==> src/rtl/radix2_div_seq.sv <==
// ============================================================================
//  Module      : radix2_div_seq (with helper radix2_linediv)
//  Description : Iterative 32-bit signed/unsigned integer divider. Operands
//                are reduced to magnitudes, divided two quotient bits per
//                cycle over 16 cycles, then sign-corrected. Divide-by-zero
//                and divisor magnitudes >= 2^31 are resolved on the accept
//                edge without iterating.
//  Revision    : 1.0 - initial release
// ============================================================================
`default_nettype none

// Combinational 2-bit restoring line-division step. The divisor magnitude
// must be below 2^31 so that every partial remainder fits in 31 bits.
module radix2_linediv (
    input  logic [1:0]  iSOURCE_DIVIDEND,
    input  logic [31:0] iSOURCE_DIVISOR,
    input  logic [30:0] iSOURCE_R,
    output logic [1:0]  oOUT_Q,
    output logic [30:0] oOUT_R
);
    logic [31:0] w_t1;
    logic [31:0] w_t2;
    logic        w_q1;
    logic        w_q0;
    logic [30:0] w_r1;
    logic [30:0] w_r2;

    // Two back-to-back shift/compare/subtract steps, high dividend bit first
    always_comb begin
        w_t1   = {iSOURCE_R, iSOURCE_DIVIDEND[1]};
        w_q1   = (w_t1 >= iSOURCE_DIVISOR);
        w_r1   = w_q1 ? 31'(w_t1 - iSOURCE_DIVISOR) : w_t1[30:0];
        w_t2   = {w_r1, iSOURCE_DIVIDEND[0]};
        w_q0   = (w_t2 >= iSOURCE_DIVISOR);
        w_r2   = w_q0 ? 31'(w_t2 - iSOURCE_DIVISOR) : w_t2[30:0];
        oOUT_Q = {w_q1, w_q0};
        oOUT_R = w_r2;
    end
endmodule

module radix2_div_seq (
    input  logic        iCLOCK,
    input  logic        inRESET,
    input  logic        iRESET_SYNC,
    input  logic        iREQ_VALID,
    output logic        oREQ_BUSY,
    input  logic        iREQ_SIGNED,
    input  logic [31:0] iREQ_DIVIDEND,
    input  logic [31:0] iREQ_DIVISOR,
    output logic        oOUT_VALID,
    input  logic        iOUT_BUSY,
    output logic [31:0] oOUT_Q,
    output logic [31:0] oOUT_R,
    output logic        oOUT_DIVZERO
);
    localparam logic [1:0] ST_IDLE = 2'd0;
    localparam logic [1:0] ST_CALC = 2'd1;
    localparam logic [1:0] ST_DONE = 2'd2;

    logic [1:0]  r_state;
    logic        r_busy;
    logic        r_valid;
    logic [31:0] r_shift;
    logic [30:0] r_rem;
    logic [31:0] r_quot;
    logic [3:0]  r_cnt;
    logic [31:0] r_divisor;
    logic        r_negq;
    logic        r_negr;
    logic [31:0] r_q;
    logic [31:0] r_r;
    logic        r_divzero;

    logic [31:0] w_dd_mag;
    logic [31:0] w_dv_mag;
    logic        w_negq_in;
    logic        w_negr_in;
    logic        w_dv_zero;
    logic        w_big_q;
    logic [31:0] w_big_q32;
    logic [31:0] w_big_r;
    logic [31:0] w_sp_q;
    logic [31:0] w_sp_r;
    logic [1:0]  w_step_q;
    logic [30:0] w_step_r;
    logic [31:0] w_quot_next;
    logic [31:0] w_rem_ext;
    logic [31:0] w_fix_q;
    logic [31:0] w_fix_r;

    // Request decode: magnitudes, result signs and the one-shot large-divisor path
    always_comb begin
        w_dd_mag  = (iREQ_SIGNED && iREQ_DIVIDEND[31]) ? (~iREQ_DIVIDEND + 32'd1) : iREQ_DIVIDEND;
        w_dv_mag  = (iREQ_SIGNED && iREQ_DIVISOR[31])  ? (~iREQ_DIVISOR  + 32'd1) : iREQ_DIVISOR;
        w_negq_in = iREQ_SIGNED & (iREQ_DIVIDEND[31] ^ iREQ_DIVISOR[31]);
        w_negr_in = iREQ_SIGNED & iREQ_DIVIDEND[31];
        w_dv_zero = (iREQ_DIVISOR == 32'd0);
        // With |dv| >= 2^31 the quotient can only be 0 or 1
        w_big_q   = (w_dd_mag >= w_dv_mag);
        w_big_q32 = {31'd0, w_big_q};
        w_big_r   = w_big_q ? (w_dd_mag - w_dv_mag) : w_dd_mag;
        w_sp_q    = w_negq_in ? (32'd0 - w_big_q32) : w_big_q32;
        w_sp_r    = w_negr_in ? (32'd0 - w_big_r)   : w_big_r;
    end

    radix2_linediv u_linediv (
        .iSOURCE_DIVIDEND (r_shift[31:30]),
        .iSOURCE_DIVISOR  (r_divisor),
        .iSOURCE_R        (r_rem),
        .oOUT_Q           (w_step_q),
        .oOUT_R           (w_step_r)
    );

    // Final-step results with sign correction, used on the CALC->DONE edge
    always_comb begin
        w_quot_next = {r_quot[29:0], w_step_q};
        w_rem_ext   = {1'b0, w_step_r};
        w_fix_q     = r_negq ? (32'd0 - w_quot_next) : w_quot_next;
        w_fix_r     = r_negr ? (32'd0 - w_rem_ext)   : w_rem_ext;
    end

    // Sequencer: accept, iterate, hold result until consumed; flush wins over all
    always_ff @(posedge iCLOCK or negedge inRESET) begin
        if (!inRESET) begin
            r_state   <= ST_IDLE;
            r_busy    <= 1'b0;
            r_valid   <= 1'b0;
            r_shift   <= 32'd0;
            r_rem     <= 31'd0;
            r_quot    <= 32'd0;
            r_cnt     <= 4'd0;
            r_divisor <= 32'd0;
            r_negq    <= 1'b0;
            r_negr    <= 1'b0;
            r_q       <= 32'd0;
            r_r       <= 32'd0;
            r_divzero <= 1'b0;
        end else if (iRESET_SYNC) begin
            r_state   <= ST_IDLE;
            r_busy    <= 1'b0;
            r_valid   <= 1'b0;
            r_shift   <= 32'd0;
            r_rem     <= 31'd0;
            r_quot    <= 32'd0;
            r_cnt     <= 4'd0;
            r_divisor <= 32'd0;
            r_negq    <= 1'b0;
            r_negr    <= 1'b0;
            r_q       <= 32'd0;
            r_r       <= 32'd0;
            r_divzero <= 1'b0;
        end else begin
            case (r_state)
                ST_IDLE: begin
                    if (iREQ_VALID) begin
                        r_busy    <= 1'b1;
                        r_negq    <= w_negq_in;
                        r_negr    <= w_negr_in;
                        r_divisor <= w_dv_mag;
                        r_shift   <= w_dd_mag;
                        r_rem     <= 31'd0;
                        r_quot    <= 32'd0;
                        r_cnt     <= 4'd0;
                        if (w_dv_zero) begin
                            r_state   <= ST_DONE;
                            r_valid   <= 1'b1;
                            r_q       <= 32'hFFFF_FFFF;
                            r_r       <= iREQ_DIVIDEND;
                            r_divzero <= 1'b1;
                        end else if (w_dv_mag[31]) begin
                            r_state   <= ST_DONE;
                            r_valid   <= 1'b1;
                            r_q       <= w_sp_q;
                            r_r       <= w_sp_r;
                            r_divzero <= 1'b0;
                        end else begin
                            r_state   <= ST_CALC;
                        end
                    end
                end
                ST_CALC: begin
                    r_shift <= {r_shift[29:0], 2'b00};
                    r_rem   <= w_step_r;
                    r_quot  <= w_quot_next;
                    r_cnt   <= r_cnt + 4'd1;
                    if (r_cnt == 4'd15) begin
                        r_state   <= ST_DONE;
                        r_valid   <= 1'b1;
                        r_q       <= w_fix_q;
                        r_r       <= w_fix_r;
                        r_divzero <= 1'b0;
                    end
                end
                ST_DONE: begin
                    if (!iOUT_BUSY) begin
                        r_state <= ST_IDLE;
                        r_busy  <= 1'b0;
                        r_valid <= 1'b0;
                    end
                end
                default: begin
                    r_state <= ST_IDLE;
                    r_busy  <= 1'b0;
                    r_valid <= 1'b0;
                end
            endcase
        end
    end

    assign oREQ_BUSY    = r_busy;
    assign oOUT_VALID   = r_valid;
    assign oOUT_Q       = r_q;
    assign oOUT_R       = r_r;
    assign oOUT_DIVZERO = r_divzero;
endmodule

`default_nettype wire

==> config.mk <==
export PLATFORM = sky130hd
export DESIGN_NAME = radix2_div_seq
export DESIGN_NICKNAME = d
export VERILOG_FILES = /design/src/rtl/radix2_div_seq.sv
export SDC_FILE = /design/constraint.sdc
export NUM_CORES = 1
export LEC_CHECK = 0
export ABC_AREA = 1
export BUFFER_PORTS_ARGS = -buffer_cell sky130_fd_sc_hd__buf_2
export CORE_MARGIN = 2
export CORE_UTILIZATION = 51
export CTS_CLUSTER_SIZE = 25
export DETAILED_ROUTE_END_ITERATION = 8
export MAX_ROUTING_LAYER = met4
export PLACE_DENSITY_LB_ADDON = 0.25
export REMOVE_ABC_BUFFERS = 1
export SETUP_SLACK_MARGIN = 0.02
export SLEW_MARGIN = 10
export SYNTH_ARGS = -nofsm -noshare
export SYNTH_HDL_FRONTEND = slang
export SYNTH_HIERARCHICAL = 1
export SYNTH_SLANG_ARGS = --single-unit
==> constraint.sdc <==
create_clock -name iCLOCK -period 8.3 [get_ports iCLOCK]
set_clock_uncertainty 0.15 [all_clocks]
set_input_delay 0.415 -clock iCLOCK [delete_from_list [all_inputs] [get_ports iCLOCK]]
set_output_delay 0.415 -clock iCLOCK [all_outputs]
set_load 0.1 [all_outputs]
==> results <==
- The most frequent standard cell in the layout excluding fill and tap cells is nand2_1.
- The region available for standard cell placement spans 40900 µm².
- After detailed placement, the total cell area comes to 22200 µm².
- The count of placed standard cells including taps is 4174.
- The data arrival time of the critical path is 7730 ps.
- Counting both buffers and inverters, the worst setup path holds a total of 10.
- For this run, the number of Yosys warnings is 6.
- Compared with the post-synthesis result, the final layout area differs by 7.68%.
- The worst pin sits at a relative slew slack of 0.208.
- The setup violation total in the final timing report is 0.
- The endpoint of the worst hold path is r_shift[0].
- The mux share of post-synthesis cell area is 0.
- For the worst-skew pair, the clock arrives at the later sink with an insertion delay of 480 ps.
- STA classifies the critical path startpoint as a flop.
- No sink is reached through more buffers than the 2 on the longest clock path.
- The number of different library cells used by synthesis comes to 57.
- The maximum cell stage delay along the critical path is 430 ps.
- Data on the critical path is required at its endpoint by 8570 ps.
- The synthesized area divided by synthesized cell count is 5.92 µm².
- The number of nets in the layout is 3837.
- The hold-critical path depth is 3.
- The main combinational cell family by area after synthesis is simple AND/OR/NAND/NOR gates.
- Once detailed placement completed, the half-perimeter wirelength came to 62000 µm.
- Setup repair after global routing left no endpoint under its margin.
- The die width is 208 µm.
- The simple-gate share of the synthesized area is 0.399.
- Detailed routing inserted a total of 23500 vias.
- Measured on the finished design, the core utilization comes to 0.559.
- The synthesized netlist cell count is 3587.
- The first global-routing pass estimated 121000 µm of wire.
- The root buffer cell is clkbuf_16.
- The top cell family by delay on the critical path is simple AND/OR/NAND/NOR gates.
- Of the total synthesized cell area, the portion taken by full adders, half adders and majority gates is 0.0629.
- The post-synthesis async set-or-reset flop share is 1.00.
- The floorplan step set the die height to 208 µm.
- Counting every sink on the clock net gives 200.
- The synthesized flop and latch total is 200.
- The nature of the critical path endpoint is a flop.
- The total iterations of the first detailed-routing run is 6.
- The highest clock frequency the design can meet is 134 MHz.
- The startpoint identified for the worst hold timing path is iREQ_DIVIDEND[0].
- The total count of max-transition violations in the final report is 0.
- Leaving out fill and tap cells, the most frequent cells in the layout are nand2_1, inv_1, nor2_1.
- The smallest clock period supported by the final layout is computed as 7460 ps.
- The slowest library cell on the worst path is fa_1.
- The peak fanout along the critical path is 32.
- The number of antenna violations at the first check in global routing is 5.
- The floorplan has 74 rows.
- The number of non-filler instances in the completed layout is 4212.
- The count of nets left with antenna violations once routing finished came out at 0.
- After clock tree synthesis, the clock-pin slew on the worst setup and hold paths is 90 ps.
- The number of buffers added on ports is 136.
- The number of setup buffers added after CTS is 0.
- The number of buffers added by the clock tree synthesis step is 17.
- Counting cells, the worst reg-to-reg path comes to 46.
- Yosys mapped a number of flops with a built-in enable equal to 0.
- The pin count of the biggest net entering global routing is 94.
- Setup slack on the worst reg-to-reg path comes out at 840 ps.
- The number of global-route vias before repair is 21900.
- The initial detailed-routing violation count is 2559.
- The final weighted congestion in routability-driven placement is 1.05.
- In the final layout, the share of cells above drive strength 1 is 0.0808.
- The via count normalized by instance count is 5.58.
- The number of placed I/O pins is 137.
- TritonCTS built the clock tree.
- The residual overflow from global routing is 0.
- Setup slack on the critical path of the routed design comes to 840 ps.
- The synthesized cell area is 21200 µm².
- The sequential-to-total area share from yosys stat is 0.236.
- For this run, the leading register cell type out of synthesis is dfrtp_1.
- The number of remaining DRC errors is 0.
- In the final routed layout, each cell accounts on average for 18.6 µm.
- The post-synthesis compound-gate area fraction is 0.140.
- The hold violation count in the final report is 0.
- The total routing usage reported by global routing is 0.368.
- The initial utilization of the core area, before any placement, comes to 0.519.
- The die covers 43300 µm².
- With fillers left out, the area of the finished cells amounts to 22900 µm².
- The endpoint of the worst register-to-register path is oOUT_R[30].
- The maximum level of the CTS H-tree is 4.
- Dividing the final minimum period by the clock period gives 0.899.
- The post-placement worst setup slack is 900 ps.
- The kind of critical path is flop to flop.
- The slew at the pin closest to its max-slew limit is 1180 ps.
- The flow ran to the end, and the final reports show no timing, DRC or antenna violations.
- The type of the tightest min-delay check is input port to flop.
- The cell repeated most along the worst path is nand2_1.
- The reg-to-reg startpoint is r_shift[31].
- The max-capacitance violation count is 0.
- The total wire length is 78200 µm.
- The synthesized-area fraction occupied by xor and xnor cells is 0.0384.
==> worst max-delay path by stage <==
stage          slack [ps]  cells after the start         from          to
5_1_grt                70                     46  r_shift[31]  oOUT_R[30]
2_1_floorplan         -40                     14   r_state[0]  oOUT_Q[15]
3_5_place_dp          900                     43  r_shift[31]  oOUT_R[30]
6_report              840                     46  r_shift[31]  oOUT_R[30]
3_3_place_gp         1120                     43  r_shift[31]  oOUT_R[30]
4_1_cts               890                     43  r_shift[31]  oOUT_R[30]
==> layout make-up <==
cell class | instances | area, µm²
tap | 532 | 666
timing repair buffer | 157 | 850
clock buffer | 18 | 429
antenna | 5 | 12.5
fill | 4290 | 18100
sequential | 200 | 5000
multi-input combinational | 2731 | 13600
clock inverter | 14 | 186
inverter | 555 | 2090
==> metrics by stage <==
| stage | hold WS [ps] | TNS, ps |
|---|---|---|
| 2_1_floorplan | -30.6 | -35.8 |
| 3_3_place_gp | 309 | 0 |
| 3_5_place_dp | 316 | 0 |
| 6_report | 87.1 | 0 |
| 5_1_grt | 89.2 | 0 |
| 4_1_cts | 66.6 | 0 |
==> worst reg2reg max path, delay by kind of cell (launching register included) <==
| family | cells | cell delay, ps |
|---|---|---|
| AO/OA/AOI/OAI | 4 | 550 |
| adder cells (fa/ha/maj) | 4 | 1100 |
| buffers and inverters | 10 | 1510 |
| flip-flops | 1 | 390 |
| AND/OR/NAND/NOR | 28 | 3760 |
==> cell families (layout without fill, tap and decap cells) <==
| family | count (synthesis) | count (layout) |
|---|---|---|
| other | 0 | 5 |
| buffers and inverters | 656 | 744 |
| DFF | 200 | 200 |
| and+or+nand+nor | 1990 | 1990 |
| AOI/OAI and AO/OA | 543 | 543 |
| xor gates and xnor gates | 93 | 93 |
| adders and majority gates | 105 | 105 |
==> state kept, by name, indices dropped and copies added, names as in the netlist <==
register / cells
oOUT_Q: 32
oOUT_R: 32
r_divisor: 32
r_shift: 32
r_rem: 31
r_quot: 30
r_cnt: 4
r_state: 2
oOUT_DIVZERO: 1
oOUT_VALID: 1
oREQ_BUSY: 1
r_negq: 1
r_negr: 1
==> Yosys cell counts (17+ instances only) <==
master / number / area (µm²)
clkbuf_1: 53 / 199
xnor2_1: 31 / 272
a21oi_1: 192 / 961
and2_1: 18 / 113
buf_2: 17 / 85.1
nand4_1: 36 / 225
nand2_2: 44 / 275
o22ai_1: 32 / 200
nor3_1: 44 / 220
o21ai_0: 202 / 1010
nand3b_1: 19 / 143
nor2_1: 308 / 1160
dfrtp_1: 200 / 5000
nand3_1: 287 / 1440
nand2_1: 1181 / 4430
o21ai_1: 42 / 210
a22oi_1: 20 / 150
inv_1: 538 / 2020
ha_1: 102 / 1280
xor2_1: 62 / 543
==> layer usage <==
layer / vias up / global-route usage / part of all wire
met5: - / - / 0
met4: 0 / 0.158 / 0.045
met3: 186 / 0.0438 / 0.076
met2: 1015 / 0.569 / 0.45
met1: 10700 / 0.488 / 0.43
li1: 11600 / - / -
==> what timing repair did <==
action / 4_1_cts / 5_1_grt
hold endpoints to repair: 91 / 0
endpoints found under the setup margin: 0 / 2
hold buffers: 1 / 0
gates resized for setup: 0 / 2
Power is left out: the tool's default activity adds up to more than one toggle a clock period on the data nets, which glitch-free logic cannot reach.
